--- config.mk ---
export PLATFORM = sky130hd
export DESIGN_NAME = cache_fill_fsm
export DESIGN_NICKNAME = d
export VERILOG_FILES = /design/src/rtl/cache_fill_pkg.sv /design/src/rtl/cache_fill_fsm_counter.sv /design/src/rtl/cache_fill_fsm.sv
export SDC_FILE = /design/constraint.sdc
export NUM_CORES = 1
export LEC_CHECK = 0
export ABC_AREA = 1
export CORE_UTILIZATION = 32
export CTS_CLUSTER_SIZE = 16
export DETAILED_ROUTE_END_ITERATION = 8
export PLACE_DENSITY = 0.69
export RECOVER_POWER = 50
export SYNTH_ARGS = -nofsm -noshare
export SYNTH_HDL_FRONTEND = slang
export SYNTH_SLANG_ARGS = --single-unit
--- constraint.sdc ---
create_clock -name clk -period 1.8 [get_ports clk]
set_input_delay 0.36 -clock clk [delete_from_list [all_inputs] [get_ports clk]]
set_output_delay 0.36 -clock clk [all_outputs]
set_load 0.1 [all_outputs]
--- src/rtl/cache_fill_pkg.sv ---
// rtl/cache_fill_pkg.sv - shared types and geometry for the cache miss fill handler
package cache_fill_pkg;

    typedef enum logic [1:0] {
        ST_IDLE = 2'd0,
        ST_FILL = 2'd1,
        ST_TAG  = 2'd2
    } fill_state_e;

    localparam int unsigned WORDS_PER_BLOCK = 8;
    localparam int unsigned OFFSET_BITS     = 4;
    localparam int unsigned WORD_BYTES      = 2;

    // Byte offset of a word inside a block; the block base is aligned so this never carries.
    function automatic logic [OFFSET_BITS-1:0] word_offset(input logic [2:0] idx);
        return OFFSET_BITS'(idx) * OFFSET_BITS'(WORD_BYTES);
    endfunction

endpackage

--- src/rtl/cache_fill_fsm_counter.sv ---
// rtl/cache_fill_fsm_counter.sv - 4-bit saturating word counter used for issue and receive
module fill_counter
    import cache_fill_pkg::*;
#(
    parameter int unsigned MAX = WORDS_PER_BLOCK
) (
    input  logic       clk,
    input  logic       rst_n,
    input  logic       clr,
    input  logic       inc,
    output logic [3:0] cnt
);

    logic [3:0] cnt_q;

    always_ff @(posedge clk or negedge rst_n) begin
        if (!rst_n) begin
            cnt_q <= '0;
        end else if (clr) begin
            cnt_q <= '0;
        end else if (inc && (cnt_q != 4'(MAX))) begin
            cnt_q <= cnt_q + 4'd1;
        end
    end

    assign cnt = cnt_q;

endmodule

--- src/rtl/cache_fill_fsm.sv ---
// rtl/cache_fill_fsm.sv - miss handler: eight pipelined word reads, data writes, one tag write
module cache_fill_fsm
    import cache_fill_pkg::*;
#(
    parameter int unsigned ADDR_WIDTH      = 16,
    parameter int unsigned WORDS_PER_BLOCK = cache_fill_pkg::WORDS_PER_BLOCK
) (
    input  logic                  clk,
    input  logic                  rst_n,
    input  logic                  miss_detected,
    input  logic [ADDR_WIDTH-1:0] miss_address,
    input  logic                  memory_data_valid,
    input  logic [15:0]           memory_data_out,
    output logic                  fsm_busy,
    output logic                  mem_en,
    output logic [ADDR_WIDTH-1:0] memory_address,
    output logic                  write_data_array,
    output logic [ADDR_WIDTH-1:0] cache_addr,
    output logic [15:0]           cache_data_in,
    output logic                  write_tag_array
);

    fill_state_e           state_q;
    logic [ADDR_WIDTH-1:0] base_q;
    logic [3:0]            issue_cnt;
    logic [3:0]            recv_cnt;
    logic                  start_fill;
    logic                  in_fill;
    logic                  recv_accept;

    assign in_fill     = (state_q == ST_FILL);
    assign start_fill  = (state_q == ST_IDLE) && miss_detected;
    assign recv_accept = in_fill && memory_data_valid && (recv_cnt < 4'(WORDS_PER_BLOCK));

    fill_counter #(.MAX(WORDS_PER_BLOCK)) u_issue_cnt (
        .clk   (clk),
        .rst_n (rst_n),
        .clr   (start_fill),
        .inc   (in_fill),
        .cnt   (issue_cnt)
    );

    fill_counter #(.MAX(WORDS_PER_BLOCK)) u_recv_cnt (
        .clk   (clk),
        .rst_n (rst_n),
        .clr   (start_fill),
        .inc   (recv_accept),
        .cnt   (recv_cnt)
    );

    always_ff @(posedge clk or negedge rst_n) begin
        if (!rst_n) begin
            state_q <= ST_IDLE;
            base_q  <= '0;
        end else begin
            case (state_q)
                ST_IDLE: begin
                    if (miss_detected) begin
                        state_q <= ST_FILL;
                        base_q  <= {miss_address[ADDR_WIDTH-1:OFFSET_BITS], {OFFSET_BITS{1'b0}}};
                    end
                end
                ST_FILL: begin
                    // Tag write waits for the last data word so way selection stays stable.
                    if (recv_accept && (recv_cnt == 4'(WORDS_PER_BLOCK - 1))) begin
                        state_q <= ST_TAG;
                    end
                end
                ST_TAG:  state_q <= ST_IDLE;
                default: state_q <= ST_IDLE;
            endcase
        end
    end

    always_comb begin
        mem_en           = in_fill && (issue_cnt < 4'(WORDS_PER_BLOCK));
        memory_address   = '0;
        write_data_array = recv_accept;
        cache_addr       = '0;
        cache_data_in    = '0;
        write_tag_array  = (state_q == ST_TAG);
        // In IDLE the stall follows the miss line directly so the pipeline freezes immediately.
        fsm_busy         = (state_q != ST_IDLE) || (miss_detected && rst_n);

        if (mem_en) begin
            memory_address = base_q + ADDR_WIDTH'(word_offset(issue_cnt[2:0]));
        end
        if (in_fill) begin
            cache_addr = base_q + ADDR_WIDTH'(word_offset(recv_cnt[2:0]));
        end else if (state_q == ST_TAG) begin
            cache_addr = base_q;
        end
        if (recv_accept) begin
            cache_data_in = memory_data_out;
        end
    end

endmodule

Word level (Yosys, flattened, before mapping)
Cells that the tools add are included.
Storage, ports and cells
  flip-flop bits (word level): 22
  bits of input ports: 36
  output and inout port bits: 52
  word-level logic and storage cells: 43
Cells by class
  add/sub/neg operators: 4
  order comparisons: 2
  equality and inequality tests: 7
  muxes and demuxes: 11
  reduce and logical (&&, ||, !) cells: 15
Operators by type and width (number)
  $mux W16: 4
  $add A16 B4 Y16: 2
  $mux W4: 4
  $add A4 B1 Y4 const B: 2
  $logic_and A1 B1 Y1: 8
  $lt A4 B4 Y1 const B: 2
  $ne A4 B4 Y1 const B: 2
  $reduce_bool A2 Y1: 3
  $eq A4 B3 Y1 const B: 1
  $mux W2: 2
  $pmux W2 S2: 1
  $reduce_and A2 Y1: 2
  $eq A2 B1 Y1 const B: 1
  $eq A2 B2 Y1 const B: 1
  $logic_not A2 Y1: 1
  $ne A2 B1 Y1 const B: 1
  $ne A2 B2 Y1 const B: 1
  $logic_or A1 B1 Y1: 1

Logic depth before layout (Yosys ltp)
  depth in word-level cells: 6
  gate-level depth with buffers: 8
  depth with buffers taken out: 8

Hierarchy
From an unflattened synthesis, not the netlist that was laid out.
Second synthesis, totals
  cells, all modules: 226
  area total of the unflattened synthesis: 1577.8 um^2
Modules (own cells, without submodules)
  cache_fill_fsm: times used 1, cells each 158, area each 1059.8 um^2, sequential area each 350.3 um^2
  fill_counter: times used 2, cells each 34, area each 259.0 um^2, sequential area each 100.1 um^2

Worst setup path before layout
No wires, ideal clock.
  kind: flip-flop to output port
  start: reg state_q[1]
  end: out cache_addr[10]
  arrival time: 3440 ps
  data required time: 1440 ps
  path slack: -2000 ps
  stages on the path, launching flop included: 6
  buffers on the path: 1
  cell sequence: dfrtp_1 > inv_1 > nor2_1 > nor2_1 > buf_2 > nor2_1
On the way
  longest elaborated chain between the ends: 3
  elaborated cells between the ends (all ways): 4
  those cells by class: 2 x eq/ne; 2 x mux
Ends and longest elaborated chain
  from (decl): RTL line cache_fill_fsm.sv:23  | fill_state_e state_q;
  from (signal assigned): RTL line cache_fill_fsm.sv:53  | state_q <= ST_IDLE;
  from (signal assigned): RTL line cache_fill_fsm.sv:59  | state_q <= ST_FILL;
  from (signal assigned): RTL line cache_fill_fsm.sv:66  | state_q <= ST_TAG;
  $eq A2 B2 Y1
  named net write_tag_array: RTL line cache_fill_fsm.sv:20  | output logic write_tag_array
  $mux W16: RTL line cache_fill_fsm.sv:90  | end else if (state_q == ST_TAG) begin
  $mux W16: RTL line cache_fill_fsm.sv:88  | if (in_fill) begin
  to (decl): RTL line cache_fill_fsm.sv:18  | output logic [ADDR_WIDTH-1:0] cache_addr,
The timed path passes the listed nets, and every way through them passes these cells.

Worst setup path after layout
  start: reg state_q[1]
  end: out memory_address[10]
On the way
  longest elaborated chain between the ends: 3
Ends and longest elaborated chain
  $eq A2 B1 Y1: RTL line cache_fill_fsm.sv:31  | assign in_fill = (state_q == ST_FILL);
  $logic_and A1 B1 Y1: RTL line cache_fill_fsm.sv:76  | mem_en = in_fill && (issue_cnt < 4'(WORDS_PER_BLOCK));
  $mux W16: RTL line cache_fill_fsm.sv:85  | if (mem_en) begin
  to (decl): RTL line cache_fill_fsm.sv:16  | output logic [ADDR_WIDTH-1:0] memory_address,
No other way between the ends.

==> impl_metrics.py <==
metrics = {
    "outcome": {
        "status": "complete, but fails checks",
        "violations": "negative setup slack",
    },
    "cells_and_area": {
        "drive_gt1_share_pct": 43.7,
        "nets": 327,
        "final_common_cell": "buf_12",
        "final_cell_mix": "buf_12 (52), nor2_4 (47), inv_1 (38), clkdlybuf4s50_1 (29), dfrtp_1 (21)",
        "antenna_cells": 0,
        "fillCellCount": 250,
        "syn_to_final_growth_pct": 128,
        "utilization_pct": 78.4,
    },
    "die": {
        "dieHeight_um": 68.4,
        "io_pins": 88,
        "dieWidth_um": 68.4,
        "die_area_sq_mm": 0.00468,
        "row_count": 23,
        "start_util_pct": 34.3,
        "core_sq_mm": 0.00412,
    },
    "timing": {
        "min_period_over_period_pct": 105,
        "layout_setup_ws_ns": -0.0931,
        "hold_violations": 0,
        "min_period_ns": 1.89,
        "tightestPinTransition_ns": 0.551,
        "rsz0062_at_grt": "yes",
        "finalSetupViolCount": 40,
        "slew_headroom_pct": 63.3,
        "fmax_mhz": 528,
        "slew_violations": 0,
        "final.setup_skew_ns": 0.00408,
    },
    "yosys": {
        "yosys.area_share.simple_pct": 32.9,
        "yosys_warnings": 0,
        "synth_compound_area_share_pct": 6.02,
        "synth_fa_ha_area_share_pct": 3.54,
        "postSynthCellCount": 193,
        "synth_area_sq_mm": 0.00141,
        "ys_types": 19,
        "ys_seq_elements": 22,
        "synth_top_family_by_area": "simple AND/OR/NAND/NOR gates",
        "synth_xor_area_share_pct": 1.24,
        "muxShareOfSynthArea_pct": 0,
        "ys_seq_area_share_pct": 39.0,
        "avgSynthCellArea_sq_um": 7.32,
    },
    "worst_hold_path": {
        "hold_class": "reg2reg",
    },
    "clocking": {
        "htreeDepth": 1,
        "clock-sinks": 22,
        "clockBufferDepth": 2,
        "cts_root_buf": "clkbuf_8",
        "clk_latency_ns": 0.27,
        "path_clk_slew_ns": 0.08,
        "cts_made_buffers": 3,
        "cts_tree": "done",
    },
    "route": {
        "initialDrtViolationCount": 47,
        "wl_mm": 4.25,
        "ant_nets": 0,
        "route.detailed.wl_per_inst_um": 12.7,
        "drc": 0,
        "viasPerCell": 4.58,
        "drt-pass1-iter-count": 4,
        "num_vias": 1539,
    },
    "global_route": {
        "grt.total_usage_pct": 19.1,
        "grt_pass1_vias": 1471,
        "grt.overflow.total": 0,
        "grt_pass1_wl_mm": 6.55,
        "grt_max_degree": 25,
        "antenna_found_initial": 0,
    },
    "setup_path": {
        "critPathMaxFanout": 15,
        "crit_type": "reg2out",
        "crit_arrival_ns": 1.53,
        "r2r_slack_ns": 0.34,
        "cp-end-kind": "output pin",
        "worstSetupStartpointType": "register",
        "critPathRequiredTime_ns": 1.44,
    },
    "place": {
        "port_buffers": 81,
        "place_congestion": 0.799,
        "dp_hpwl_mm": 3.24,
    },
    "flow_run": {
        "drv_cap": 0,
    },
}
-- worst paths after layout --
path / start / endpoint / depth (start not counted)
setup reg to reg: state_q[0] / base_q[11] / 6
min in group asynchronous: rst_n / base_q[11] / 2
hold reg to reg: u_issue_cnt.cnt[2] / u_issue_cnt.cnt[2] / 2
hold / removal: u_issue_cnt.cnt[2] / u_issue_cnt.cnt[2] / 2
max in group asynchronous: rst_n / state_q[0] / 2
setup / recovery: state_q[1] / memory_address[10] / 6
-- critical path: stages (launching register included) --
cell and delay, ns:
dfrtp_1 0.44, inv_2 0.13, nand2_4 0.08, nor2_4 0.15
inv_8 0.12, nor2_4 0.14, buf_12 0.18
-- per-layer routing --
layer | vias to the layer above | share of wire (%) | global-route usage (%)
met2 | 50 | 55 | 34.9
li1 | 750 | - | -
met4 | 0 | 1.5 | 7.81
met1 | 733 | 39 | 22.2
met3 | 6 | 4.1 | 2.50
met5 | - | 0 | 0
-- cell usage after synthesis --
cell type,number,area share (%)
a21oi_1,12,4.3
buf_12,1,1.4
buf_2,2,0.71
buf_4,4,2.1
buf_6,2,1.6
conb_1,1,0.27
dfrtp_1,22,39
ha_1,4,3.5
inv_1,40,11
inv_2,2,0.53
nand2_1,18,4.8
nand2_2,1,0.44
nand3_1,8,2.8
nand4_1,2,0.89
nor2_1,54,14
nor2_2,2,0.89
nor2_4,11,8.8
o21ai_0,5,1.8
xor2_1,2,1.2
-- per-stage QoR --
stage                     cell area (sq um)  instances  hold WS, ns  setup WS [ns]  setup TNS (ns)
after floorplan                        1720        194       0.0644         -0.536          -13.24
after global placement                 3070        323        0.496        -0.0834           -1.33
after detailed placement               3070        323        0.501        -0.0898           -1.38
after CTS                              3210        334        0.506        -0.0708           -1.16
after global routing                   3230        336        0.556         -0.136           -3.68
final                                  3230        336        0.542        -0.0931           -1.53
-- timing repair --
item                                    in CTS  in global routing
gates resized for setup                      9                  1
setup buffers                                7                  2
hold buffers                                 0                  0
endpoints found under the setup margin      44                 44
cloned                                       1                  0
pin swaps                                    8                  2
-- state kept, by name, indices dropped and copies added (netlist names) --
name / flops
u_issue_cnt.cnt: 4
u_recv_cnt.cnt: 4
base_q: 12
state_q: 2
-- layout make-up --
class / count / area [sq um] / share of cell area, %
clock buffers: 4 / 55.1 / 1.71
multi-input cells: 121 / 906 / 28.1
repair buffers: 97 / 1480 / 46.0
inverters: 42 / 168 / 5.20
well taps: 50 / 62.6 / 1.94
flip-flops and latches: 22 / 552 / 17.1
-- cells by family (layout without fill, tap and decap cells) --
kind of cell	count (synthesis)	in the layout
AND/OR/NAND/NOR	96	96
buffers and inverters	51	143
flip-flops	22	22
AO/OA/AOI/OAI	17	17
adder cells (fa/ha/maj)	4	4
XOR/XNOR	2	2
other	1	2
Power is left out: the tool's default activity adds up to more than one toggle a clock period on the data nets, which glitch-free logic cannot reach.
